**src/rtl/vending_pkg.sv**
```systemverilog
// vending_pkg: shared FSM state type, default price table and price-slice helper
// for the multi-item vending controller.
package vending_pkg;
    typedef enum logic [1:0] {IDLE, CREDIT, VEND, CHANGE} state_t;
    localparam int DEF_NUM_ITEMS = 4;
    localparam int DEF_CREDIT_W = 8;
    localparam logic [31:0] DEF_PRICES = {8'd12, 8'd10, 8'd8, 8'd5};
    localparam int STOCK_W = 4;
    // Extract the idx-th w-bit field of a packed table (item 0 in the LSBs).
    function automatic logic [31:0] price_slice(input logic [1023:0] tbl, input int unsigned idx,
                                                input int unsigned w);
        logic [1023:0] s;
        s = tbl >> (idx * w);
        return s[31:0] & ((32'd1 << w) - 32'd1);
    endfunction
endpackage

```
**src/rtl/vending_stock.sv**
```systemverilog
// vending_stock: per-item stock counters with restock-to-full and registered
// sold-out flags; a restock overrides a decrement of the same item.
module vending_stock import vending_pkg::*; #(
    parameter int NUM_ITEMS = DEF_NUM_ITEMS,
    parameter int SEL_W = 2
) (
    input  logic                 clk,
    input  logic                 rst_n,
    input  logic                 i_restock_valid,
    input  logic [SEL_W-1:0]     i_restock_idx,
    input  logic                 i_dec_valid,
    input  logic [SEL_W-1:0]     i_dec_idx,
    output logic [NUM_ITEMS-1:0] o_sold_out
);
    logic [STOCK_W-1:0] r_cnt [NUM_ITEMS];
    logic [STOCK_W-1:0] w_cnt_nxt [NUM_ITEMS];
    logic [NUM_ITEMS-1:0] r_sold_out;

    always_comb begin
        for (int i = 0; i < NUM_ITEMS; i++) begin
            w_cnt_nxt[i] = (i_restock_valid && 32'(i_restock_idx) == i) ? '1 :
                           (i_dec_valid && 32'(i_dec_idx) == i && r_cnt[i] != 0) ? r_cnt[i] - 1'b1 :
                           r_cnt[i];
        end
    end

    always_ff @(posedge clk or negedge rst_n) begin
        if (!rst_n) begin
            for (int i = 0; i < NUM_ITEMS; i++) r_cnt[i] <= '0;
            r_sold_out <= '1;
        end else begin
            for (int i = 0; i < NUM_ITEMS; i++) begin
                r_cnt[i] <= w_cnt_nxt[i];
                r_sold_out[i] <= w_cnt_nxt[i] == 0;
            end
        end
    end

    assign o_sold_out = r_sold_out;
endmodule

```
**src/rtl/vending_ctrl_multi.sv**
```systemverilog
// vending_ctrl_multi: N-item vending controller with coin accumulation, cancel,
// exact change and registered handshakes. STOCK_COUNT_EN adds per-item stock tracking.
module vending_ctrl_multi import vending_pkg::*; #(
    parameter int NUM_ITEMS = DEF_NUM_ITEMS,
    parameter int COIN_W = 4,
    parameter int CREDIT_W = DEF_CREDIT_W,
    parameter int MAX_CREDIT = 20,
    parameter logic [NUM_ITEMS*CREDIT_W-1:0] PRICES = DEF_PRICES,
    localparam int SEL_W = NUM_ITEMS > 1 ? $clog2(NUM_ITEMS) : 1
) (
    input  logic                 clk,
    input  logic                 rst_n,
    input  logic                 i_coin_valid,
    input  logic [COIN_W-1:0]    i_coin_value,
    input  logic                 i_sel_valid,
    input  logic [SEL_W-1:0]     i_sel_idx,
    input  logic                 i_cancel,
    output logic [NUM_ITEMS-1:0] o_push,
    output logic                 o_refund_valid,
    output logic [CREDIT_W-1:0]  o_refund,
    output logic [CREDIT_W-1:0]  o_credit,
    output logic                 o_coin_reject,
    output logic                 o_no_funds,
    output logic                 o_busy
`ifdef STOCK_COUNT_EN
    ,
    input  logic                 i_restock_valid,
    input  logic [SEL_W-1:0]     i_restock_idx,
    output logic [NUM_ITEMS-1:0] o_sold_out
`endif
);
    state_t r_state, w_state_nxt;
    logic [CREDIT_W-1:0] r_credit, w_credit_nxt, r_refund, w_refund_nxt, w_price;
    logic [CREDIT_W-1:0] w_prices [NUM_ITEMS];
    logic [CREDIT_W:0] w_sum;
    logic [NUM_ITEMS-1:0] r_push, w_push_nxt;
    logic r_refund_valid, w_refund_valid_nxt, r_coin_reject, w_coin_reject_nxt;
    logic r_no_funds, w_no_funds_nxt, r_busy;
    logic w_open, w_sel_ok, w_cancel, w_sel, w_vend, w_coin_ok, w_in_stock;

    genvar g;
    for (g = 0; g < NUM_ITEMS; g++) begin : g_price
        assign w_prices[g] = CREDIT_W'(price_slice(1024'(PRICES), g, CREDIT_W));
    end

    // Priority in IDLE/CREDIT: cancel > selection > coin; a pre-empted coin is rejected.
    assign w_open = r_state == IDLE || r_state == CREDIT;
    assign w_sel_ok = 32'(i_sel_idx) < NUM_ITEMS;
    assign w_price = w_sel_ok ? w_prices[i_sel_idx] : '0;
    assign w_cancel = i_cancel && r_state == CREDIT;
    assign w_sel = w_open && i_sel_valid && w_sel_ok && !w_cancel;
    assign w_vend = w_sel && w_in_stock && r_credit >= w_price;
    assign w_sum = {1'b0, r_credit} + (CREDIT_W+1)'(i_coin_value);
    assign w_coin_ok = w_open && i_coin_valid && !w_cancel && !w_sel &&
                       w_sum <= (CREDIT_W+1)'(MAX_CREDIT);

`ifdef STOCK_COUNT_EN
    logic [NUM_ITEMS-1:0] w_sold_out;
    vending_stock #(.NUM_ITEMS(NUM_ITEMS), .SEL_W(SEL_W)) u_stock (
        .clk             (clk),
        .rst_n           (rst_n),
        .i_restock_valid (i_restock_valid),
        .i_restock_idx   (i_restock_idx),
        .i_dec_valid     (w_vend),
        .i_dec_idx       (i_sel_idx),
        .o_sold_out      (w_sold_out)
    );
    assign w_in_stock = !w_sold_out[i_sel_idx];
    assign o_sold_out = w_sold_out;
`else
    assign w_in_stock = 1'b1;
`endif

    always_comb begin
        w_state_nxt = r_state;
        case (r_state)
            IDLE, CREDIT: w_state_nxt = w_cancel ? CHANGE : w_vend ? VEND :
                                        (w_coin_ok && w_sum != 0) ? CREDIT : r_state;
            VEND:         w_state_nxt = CHANGE;
            default:      w_state_nxt = IDLE;
        endcase
    end

    // Change is paid out on entry to CHANGE, so CHANGE always exits to IDLE.
    always_comb begin
        w_credit_nxt = w_state_nxt == CHANGE ? '0 : w_vend ? r_credit - w_price :
                       w_coin_ok ? w_sum[CREDIT_W-1:0] : r_credit;
        w_refund_valid_nxt = w_state_nxt == CHANGE && r_credit != 0;
        w_refund_nxt = w_refund_valid_nxt ? r_credit : '0;
        w_push_nxt = w_vend ? (NUM_ITEMS'(1) << i_sel_idx) : '0;
        w_coin_reject_nxt = i_coin_valid && !w_coin_ok;
        w_no_funds_nxt = w_sel && !w_vend;
    end

    always_ff @(posedge clk or negedge rst_n) begin
        if (!rst_n) begin
            r_state <= IDLE;
            r_credit <= '0;
            r_push <= '0;
            r_refund_valid <= 1'b0;
            r_refund <= '0;
            r_coin_reject <= 1'b0;
            r_no_funds <= 1'b0;
            r_busy <= 1'b0;
        end else begin
            r_state <= w_state_nxt;
            r_credit <= w_credit_nxt;
            r_push <= w_push_nxt;
            r_refund_valid <= w_refund_valid_nxt;
            r_refund <= w_refund_nxt;
            r_coin_reject <= w_coin_reject_nxt;
            r_no_funds <= w_no_funds_nxt;
            r_busy <= w_state_nxt == VEND || w_state_nxt == CHANGE;
        end
    end

    assign o_push = r_push;
    assign o_refund_valid = r_refund_valid;
    assign o_refund = r_refund;
    assign o_credit = r_credit;
    assign o_coin_reject = r_coin_reject;
    assign o_no_funds = r_no_funds;
    assign o_busy = r_busy;
endmodule
```
**config.mk**
```make
export PLATFORM = sky130hd
export DESIGN_NAME = vending_ctrl_multi
export DESIGN_NICKNAME = d
export VERILOG_FILES = /design/src/rtl/vending_pkg.sv /design/src/rtl/vending_stock.sv /design/src/rtl/vending_ctrl_multi.sv
export SDC_FILE = /design/constraint.sdc
export NUM_CORES = 1
export LEC_CHECK = 0
export BUFFER_PORTS_ARGS = -buffer_cell sky130_fd_sc_hd__buf_2
export CAP_MARGIN = 20
export CORE_UTILIZATION = 30
export DETAILED_ROUTE_END_ITERATION = 7
export GPL_ROUTABILITY_DRIVEN = 0
export PLACE_DENSITY = 0.46
export SYNTH_ARGS = -nofsm -noshare
export SYNTH_HDL_FRONTEND = slang
export SYNTH_SLANG_ARGS = --single-unit
```
**constraint.sdc**
```tcl
create_clock -name clk -period 6.8 [get_ports clk]
set_input_delay 1.02 -clock clk [delete_from_list [all_inputs] [get_ports clk]]
set_output_delay 1.02 -clock clk [all_outputs]
set_load 0.005 [all_outputs]
```
==> summary.txt, run 1 <==
Critical path
  • CP max FO: 8
  • Critical R2R Launch: o_credit[0]
  • Crit Path Class: in -> reg
  • CP max stage cell: or4_1
  • Crit Reg-Reg Endpoint: o_credit[3]
  • CP max stage delay: 530 ps
  • CP Capture Type: register
  • CP arrival: 3740 ps
  • CP startpoint kind: input port
  • Crit path cell chain: buf_2 > ha_1 > inv_1 > fa_1 > nor2b_1 > o221ai_1 > a221o_1 > a311o_1 > or4_1 > a31oi_1
  • R2r setup slk: 3600 ps
  • WP data required: 7000 ps
  • FF-to-FF path depth: 9

Clock tree
  • Clock Pin Slew Worst Setup and Hold Paths: 90 ps
  • Hold-fix buffers at CTS: 0
  • Clock sink count: 26
  • Deepest clock path buffer count: 2
  • Later-pin clock latency in the skew report: 270 ps
  • TritonCTS Buffers: 3
  • CTS resizes: 0
  • Setup Fix Bufs, Post-CTS: 0
  • Clk root buf: clkbuf_8
  • CTS tree: done
  • CTS HTree Levels: 1

Die
  • Die Y: 77.2 µm
  • DIE AREA: 0.00596 mm²
  • FP Rows: 27
  • Initial core utilization: 31.0%
  • Core Region: 0.00547 mm²
  • # IOs: 35
  • Chip width: 77.2 µm

Worst hold path
  • Min-delay worst type: reg -> reg
  • Worst Min Path Start: r_state[0]
  • Hold-critical path endpoint: r_state[0]
  • Worst hold stages: 1

Timing
  • Clock Skew: 2.49 ps
  • Fin crit share: 52.1%
  • Final setup fails: 0
  • Setup TNS Final: 0 ps
  • Slew Limit Fails: 0
  • Max frequency: 282 MHz
  • Minimum clock period after layout: 3540 ps
  • Final Hold Viols: 0
  • Worst slew margin: 57.3%
  • RSZ-0062 raised after global routing: false
  • Slew @ Worst Pin: 623 ps

Yosys
  • Distinct cell type count after synthesis: 49
  • Synth Area in Simple Gates: 22.6%
  • Asr flop ratio synth: 100%
  • Area contributors post-synth: dfrtp_1, ha_1, and2_1, nand2_1, nor2_1
  • Mapped cell area: 0.00170 mm²
  • Number of synthesis warnings: 0
  • Area share of the largest cell type after synthesis: 38.4%
  • Post-synth top cells: dfrtp_1, nand2_1, nor2_1, ha_1, inv_1
  • Syn Nets: 201
  • Cell taking the most area after synthesis: dfrtp_1
  • Sequential-to-total area share from yosys stat: 38.4%
  • Top_reg_cell synth: dfrtp_1
  • Mapped Cells: 176
  • Largest family of logic cells by synthesized area: simple AND/OR/NAND/NOR gates
  • Most frequent cell after synthesis: dfrtp_1
  • Adder-cell share of the synthesized area: 11.2%
  • Post-synth EDFFs: 0
  • XOR/XNOR share of the synthesized area: 2.07%
  • Seq cells post-synth: 26
  • Post-synthesis compound-gate area fraction: 17.6%
  • Post-synthesis mux area share: 1.92%
  • Avg Synthesized Cell Area: 9.63 µm²

Drt
  • Drt first-iter violations: 36
  • Vias: 1404
  • DRT antenna net count: 0
  • Routed wire length: 3960 µm
  • Pre-Repair DR Iteration Count: 4
  • Via/cell ratio: 5.00
  • Routed length per instance: 14.1 µm
  • Drc violations: 0

Placed design
  • Port Buffers: 34
  • DP Wirelength: 3010 µm
  • Post-DP Area: 0.00190 mm²

GRT
  • Wire length of the first global-routing pass: 6610 µm
  • Vias in the first global route: 1340
  • GRT overflow: 0
  • GRT Resource Usage Total: 14.0%
  • Largest net degree at the start of global routing: 27
  • Initial antenna violation count: 0

Cells and area
  • ANT cells: 0
  • Nets: 235
  • Fin area: 0.00196 mm²
  • Share of cells above drive strength 1: 23.0%
  • Area Growth Syn to Fin: 15.7%
  • Fill count: 587

Outcome
  • Status: finished clean

Power and ir drop
  • Peak supply drop: 0.108 mV
  • Leakage: 0.971 nW
  • PD cells: 362 mW/mm²

Job
  • Max-cap violation count: 0
## cell type report
type / instances / area (µm²) / share of cell area (%)
inverters: 11 / 41.3 / 2.10
well taps: 72 / 90.1 / 4.59
clock buffers: 4 / 55.1 / 2.81
multi-input cells: 132 / 940 / 47.9
flip-flops and latches: 26 / 651 / 33.2
repair buffers: 36 / 185 / 9.44
## power by group
part           switching [W]  internal (W)
Combinational       0.000203      0.000157
Clock              0.0000473     0.0000518
Sequential         0.0000548      0.000197
Total               0.000305      0.000406
## metrics by stage
stage                     hold WS (ps)  util, %  power (W)  std cells  worst slack (ps)
after global placement             590     34.7   0.000615        276              3020
after CTS                          612     35.7   0.000716        280              3240
after detailed placement           589     34.7   0.000614        276              2960
after global routing               663     35.8   0.000779        281              3080
after floorplan                    549        -   0.000516        176              3280
final                              602     35.8   0.000711        281              3260
## logic make-up after synthesis
| logic type | after synthesis |
|---|---|
| buffers and inverters | 18 |
| adder cells (fa/ha/maj) | 14 |
| AND/OR/NAND/NOR | 69 |
| XOR/XNOR | 4 |
| AO/OA/AOI/OAI | 42 |
| flip-flops | 26 |
| multiplexers | 3 |
## worst max-delay path by stage
stage                          from          end  cells after the start
detailed placement  i_coin_value[0]  o_credit[3]                     10
global route        i_coin_value[0]  o_credit[3]                     10
floorplan           i_coin_value[0]  o_credit[3]                      9
finish              i_coin_value[0]  o_credit[3]                     10
global placement    i_coin_value[0]  o_credit[3]                     10
CTS                 i_coin_value[0]  o_credit[3]                     10
## worst max-delay path, delay by kind of cell
kind            cells  cell delay (ps)
compound gates      4             1140
simple gates        2              750
fa+ha+maj           2              680
buf+inv             2              150
## metal layers
metal	share of wire, %	global-route usage, %
met3	2.8	1.67
met4	1.3	4.53
met1	48	19.4
met2	48	22.4
met5	0	0
## cell usage in the layout (no fill, tap or decap), drive strengths merged, types with 3 or more instances in the layout
cell,count
inv,11
a31oi,4
dfrtp,26
a311oi,3
ha,12
a21oi,6
nand2,13
buf,36
nor2,13
nand3,8
and2,9
nand4,4
o21ai,9
nor2b,5
or4,3
clkbuf,4
## state kept, by name, summed over array words and instances, names as in the netlist
name,count
o_coin_reject,1
o_refund_valid,1
o_busy,1
o_refund,8
o_credit,8
o_no_funds,1
r_state,2
o_push,4
Note: power is estimated with default switching activity, not from simulation.
==> inputs of run 2 (changes only) <==
--- a/config.mk
+++ b/config.mk
@@ -10,7 +10,7 @@
 export CORE_UTILIZATION = 30
 export DETAILED_ROUTE_END_ITERATION = 7
 export GPL_ROUTABILITY_DRIVEN = 0
-export PLACE_DENSITY = 0.46
+export PLACE_DENSITY = 0.48
 export SYNTH_ARGS = -nofsm -noshare
 export SYNTH_HDL_FRONTEND = slang
 export SYNTH_SLANG_ARGS = --single-unit
==> constraint.sdc (replaced) <==
create_clock -name clk -period 3.2 [get_ports clk]
set_input_delay 0.48 -clock clk [delete_from_list [all_inputs] [get_ports clk]]
set_output_delay 0.48 -clock clk [all_outputs]
set_load 0.005 [all_outputs]
==> run 2 against run 1 <==
Utilization grew 0.82 points. Sequential cell count is the same. Die area unchanged. Register-to-register slack lost 3400 ps. Sequential share of layout area shrank 0.74 points. Clock skew about the same. Final area increased by 2.3%. Clock power is 110% higher. Critical path type is now reg -> reg. Critical endpoint unchanged. Largest cell class unchanged. Largest power group unchanged.
==> summary.txt, run 2 (synthesis gave the netlist of run 1 again) <==
Outcome
  • Status: finished clean (unchanged)

Clock tree
  • CTS HTree Levels: 1 (unchanged)
  • Clock Pin Slew Worst Setup and Hold Paths: 90 ps (about the same)
  • TritonCTS Buffers: 3 (unchanged)
  • Hold-fix buffers at CTS: 0 (unchanged)
  • Later-pin clock latency in the skew report: 270 ps (about the same)
  • Clock sink count: 26 (unchanged)
  • Setup Fix Bufs, Post-CTS: 0 (unchanged)
  • CTS resizes: 0 (unchanged)
  • CTS tree: done (unchanged)
  • Clk root buf: clkbuf_8 (unchanged)
  • Deepest clock path buffer count: 2 (unchanged)

Drt
  • Drc violations: 0 (unchanged)
  • Routed wire length: 4200 µm (was 3960 µm)
  • Routed length per instance: 14.6 µm (was 14.1 µm)
  • Drt first-iter violations: 75 (was 36)
  • DRT antenna net count: 0 (unchanged)
  • Via/cell ratio: 5.00 (about the same)
  • Pre-Repair DR Iteration Count: 4 (unchanged)
  • Vias: 1436 (was 1404)

Job
  • Max-cap violation count: 0 (unchanged)

Power and ir drop
  • Leakage: 1.00 nW (was 0.971 nW)
  • PD cells: 776 mW/mm² (was 362 mW/mm²)
  • Total Power: 0.00156 W (was 0.000711 W)
  • Peak supply drop: 0.395 mV (was 0.108 mV)

Critical path
  • WP data required: 3400 ps (was 7000 ps)
  • CP startpoint kind: register (was input port)
  • Crit Path Class: reg -> reg (was in -> reg)
  • CP max FO: 5 (was 8)
  • CP Capture Type: register (unchanged)
  • CP arrival: 3160 ps (was 3740 ps)
  • FF-to-FF path depth: 9 (unchanged)

GRT
  • Largest net degree at the start of global routing: 27 (unchanged)
  • Initial antenna violation count: 0 (unchanged)
  • GRT overflow: 0 (unchanged)
  • Wire length of the first global-routing pass: 7050 µm (was 6610 µm)
  • Vias in the first global route: 1450 (was 1340)
  • GRT Resource Usage Total: 15.2% (was 14.0%)

Timing
  • Worst slew margin: 60.7% (was 57.3%)
  • Clock Skew: 2.36 ps (was 2.49 ps)
  • Fin crit share: 92.6%
  • Max frequency: 337 MHz
  • Slew Limit Fails: 0 (unchanged)
  • Slew @ Worst Pin: 584 ps (was 623 ps)
  • Setup TNS Final: 0 ps (unchanged)
  • Final Hold Viols: 0 (unchanged)
  • RSZ-0062 raised after global routing: false (unchanged)
  • Minimum clock period after layout: 2960 ps
  • Final setup fails: 0 (unchanged)

Die
  • Initial core utilization: 31.0% (unchanged)
  • FP Rows: 27 (unchanged)
  • Core Region: 0.00547 mm² (unchanged)
  • DIE AREA: 0.00596 mm² (unchanged)
  • Chip width: 77.2 µm (unchanged)
  • # IOs: 35 (unchanged)
  • Die Y: 77.2 µm (unchanged)

Worst hold path
  • Min-delay worst type: in -> async (was reg -> reg)

Cells and area
  • Nets: 241 (was 235)
  • Fill count: 602 (was 587)
  • Most common library cell in the layout ignoring fill and taps: buf_2 (unchanged)
  • Most frequent cells in the layout: buf_2, dfrtp_1, nand2_1, nor2_1, ha_1 (unchanged)
  • Share of cells above drive strength 1: 25.1% (was 23.0%)
  • Area Growth Syn to Fin: 18.4% (was 15.7%)
  • ANT cells: 0 (unchanged)

Placed design
  • Port Buffers: 34 (unchanged)
  • DP Wirelength: 3250 µm (was 3010 µm)
[run 2: changes by cell type in the layout (fill, tap and decap cells not counted), sizes merged]
cell,change
buf,+6
[run 2: worst max-delay path, cell delays in order, from the launching register on]
cell and delay, ps:
dfrtp_1 360, ha_1 200, inv_1 70, fa_1 490, nor2b_1 200, o221ai_1 150
a221o_1 350, a311o_1 410, or4_1 510, a31oi_1 160
[run 2: per-stage QoR]
stage               setup slack (ps)  cell area (µm²)  hold WS [ps]  util [%]  std cells
floorplan                        223             1700           184         -        176
global placement                71.8             1950           515      35.7        283
detailed placement              30.8             1950           518      35.7        283
CTS                              218             2010           220      36.7        287
global route                    37.8             2010           236      36.7        287
finish                           236             2010           199      36.7        287
[run 2: final cells by class]
type	count	area [µm²]	share of cell area [%]
flip-flops and latches	26	651	32.4
repair buffers	42	230	11.5
inverters	11	41.3	2.06
multi-input cells	132	940	46.8
clock buffers	4	55.1	2.74
well taps	72	90.1	4.49
[run 2: power by group]
group / leakage (nW) / internal [W] / switching (W)
clock network: 0.0288 / 0.000110 / 0.000103
logic: 0.627 / 0.000359 / 0.000468
registers: 0.345 / 0.000420 / 0.0000990
[run 2: worst paths after layout]
kind	slack, ps	start	to
min reg2reg	580	o_credit[1]	o_refund[1]
max in group asynchronous	2620	rst_n	o_credit[3]
max reg2reg	240	o_credit[0]	o_credit[3]
max	240	o_credit[0]	o_credit[3]
min in group clk	470	i_sel_valid	o_no_funds
min	200	rst_n	o_credit[4]
[run 2: routing by layer]
layer / track usage (%) / part of all wire [%] / up-vias
met5: 0 / 0 / -
met4: 4.72 / 2.7 / 0
met3: 4.29 / 4.4 / 9
met2: 23.8 / 45 / 33
met1: 20.0 / 47 / 681
li1: - / - / 713
==> inputs of run 3 (changes only) <==
==> constraint.sdc (replaced) <==
create_clock -name clk -period 3.2 [get_ports clk]
set_input_delay 0 -clock clk [delete_from_list [all_inputs] [get_ports clk]]
set_output_delay 0 -clock clk [all_outputs]
set_load 0.005 [all_outputs]
==> run 3 against run 2 <==
Combinational power down 1%. First-iteration DRC count up 53%. Hold slack worse by 110 ps. Clock skew up 1.2 ps. Total power up 3.2%. Critical endpoint unchanged.
==> summary.txt, run 3 (synthesis gave the netlist of run 1 again) <==
Power and ir drop
  • Sequential share of power: 32.1% (was 33.3%)
  • Sw Ratio: 41.5% (was 43.0%)
  • Psw: 0.000667 W (was 0.000670 W)
  • Peak supply drop: 0.398 mV (was 0.395 mV)
  • Total Power: 0.00161 W (was 0.00156 W)
  • PD cells: 789 mW/mm² (was 776 mW/mm²)
  • Comb power frac: 50.6% (was 53.0%)
  • Clock power share: 17.3% (was 13.7%)
  • Leakage: 1.01 nW (was 1.00 nW)
  • Int Power: 0.000941 W (was 0.000888 W)

Placed design
  • DP Wirelength: 3180 µm (was 3250 µm)
  • Port Buffers: 34 (unchanged)
  • Post-DP Area: 0.00194 mm² (was 0.00195 mm²)

Clock tree
  • Deepest clock path buffer count: 2 (unchanged)
  • Later-pin clock latency in the skew report: 280 ps (was 270 ps)
  • Clock sink count: 26 (unchanged)
  • Clk root buf: clkbuf_8 (unchanged)
  • CTS HTree Levels: 1 (unchanged)
  • TritonCTS Buffers: 3 (unchanged)
  • CTS resizes: 0 (unchanged)
  • CTS tree: done (unchanged)
  • Clock Pin Slew Worst Setup and Hold Paths: 90 ps (about the same)

Drt
  • Routed wire length: 4170 µm (was 4200 µm)
  • Routed length per instance: 14.5 µm (was 14.6 µm)
  • Metal3 WL: 151 µm (was 183 µm)
  • Vias: 1409 (was 1436)
  • Metal1 wirelength: 2080 µm (was 1990 µm)
  • Met2 Wirelength: 1920 µm (was 1910 µm)
  • DRT antenna net count: 0 (unchanged)
  • Drt first-iter violations: 115 (was 75)
  • Pre-Repair DR Iteration Count: 4 (unchanged)
  • Drc violations: 0 (unchanged)
  • Via/cell ratio: 4.89 (was 5.00)
  • Highest routed layer: met4 (unchanged)

Timing
  • Final setup fails: 0 (unchanged)
  • Slew @ Worst Pin: 612 ps (was 584 ps)
  • Max frequency: 328 MHz (was 337 MHz)
  • RSZ-0062 raised after global routing: false (unchanged)
  • Fin Hold WS: 88.7 ps (was 199 ps)
  • Fin crit share: 95.3% (was 92.6%)
  • Final Hold Viols: 0 (unchanged)
  • Clock Skew: 3.55 ps (was 2.36 ps)
  • Setup TNS Final: 0 ps (unchanged)
  • Slew Limit Fails: 0 (unchanged)
  • Worst slew margin: 59.2% (was 60.7%)
  • Minimum clock period after layout: 3050 ps (was 2960 ps)

GRT
  • Largest net degree at the start of global routing: 27 (unchanged)
  • GRT Resource Usage Total: 14.7% (was 15.2%)
  • Vias in the first global route: 1385 (was 1450)
  • Wire length of the first global-routing pass: 6870 µm (was 7050 µm)
  • GRT overflow: 0 (unchanged)
  • Initial antenna violation count: 0 (unchanged)

Cells and area
  • Fill count: 598 (was 602)
  • ANT cells: 0 (unchanged)
  • Share of cells above drive strength 1: 24.1% (was 25.1%)
  • Fin area: 0.00204 mm² (was 0.00201 mm²)
  • Area Growth Syn to Fin: 20.2% (was 18.4%)
  • Most common library cell in the layout ignoring fill and taps: buf_2 (unchanged)
  • Nets: 242 (was 241)
  • Most frequent cells in the layout: buf_2, dfrtp_1, nand2_1, nor2_1, ha_1 (unchanged)

Outcome
  • Status: finished clean (unchanged)

Critical path
  • WP data required: 3410 ps (was 3400 ps)
  • CP arrival: 3260 ps (was 3160 ps)
  • CP startpoint kind: register (unchanged)
  • Crit Path Class: reg -> reg (unchanged)
  • CP max FO: 8 (was 5)
  • CP Capture Type: register (unchanged)

Die
  • Initial core utilization: 31.0% (unchanged)
  • # IOs: 35 (unchanged)
  • FP Rows: 27 (unchanged)
  • DIE AREA: 0.00596 mm² (unchanged)
  • Die Y: 77.2 µm (unchanged)
  • Core Region: 0.00547 mm² (unchanged)
  • Chip width: 77.2 µm (unchanged)

Job
  • Max-cap violation count: 0 (unchanged)

Worst hold path
  • Min-delay worst type: in -> reg (was in -> async)
-- run 3: through the flow --
| stage | std cells | util, % | setup WS, ps |
|---|---|---|---|
| 2_1_floorplan | 176 | - | 287 |
| 6_report | 288 | 37.2 | 149 |
| 3_5_place_dp | 281 | 35.4 | 189 |
| 3_3_place_gp | 281 | 35.4 | 245 |
| 5_1_grt | 288 | 37.2 | 23.7 |
| 4_1_cts | 288 | 37.2 | 157 |
-- run 3: worst paths after layout --
path | startpoint | end | slack (ps) | cells after the start
setup / recovery | o_credit[0] | o_credit[3] | 150 | 9
hold / removal | i_sel_idx[0] | o_push[1] | 90 | 3
setup reg to reg | o_credit[0] | o_credit[3] | 150 | 9
hold reg to reg | o_credit[1] | o_refund[1] | 580 | 2
max in group asynchronous | rst_n | o_credit[6] | 2540 | 2
min in group asynchronous | rst_n | o_credit[3] | 260 | 2
-- run 3: worst max-delay path, cell delays in order, from the launching register on --
cell      delay, ps
dfrtp_1         360
ha_1            200
inv_1            70
fa_1            490
nor2b_1         210
o221ai_1        160
a221o_1         370
a311o_1         450
or4_1           520
a31oi_1         160
-- run 3: per-layer routing --
layer  global-route usage, %  vias up
met5                       0        -
met1                    20.6      665
met4                    2.83        0
met2                    23.1       24
met3                    3.21        2
li1                        -      718
-- run 3: power by group through the flow --
stage               Clock [W]  Combinational, W  Sequential, W
detailed placement          0          0.000809       0.000530
CTS                  0.000288          0.000819       0.000522
finish               0.000278          0.000814       0.000517
global route         0.000299          0.000915       0.000533
floorplan                   0          0.000596       0.000500
global placement            0          0.000819       0.000526
-- run 3: timing repair --
action | CTS | global route
hold buffers | 3 | 0
hold endpoints to repair | 28 | 0
buffers inserted | 0 | 0
-- run 3: final cells by class --
class                           instances  area [µm²]  share of cell area (%)
Multi-Input combinational cell        132         940                    46.1
Sequential cell                        26         651                    31.9
Timing Repair Buffer                   43         245                    12.0
Tap cell                               72        90.1                    4.42
Clock buffer                            3        41.3                    2.03
Inverter                               11        41.3                    2.03
Clock inverter                          1        30.0                    1.47
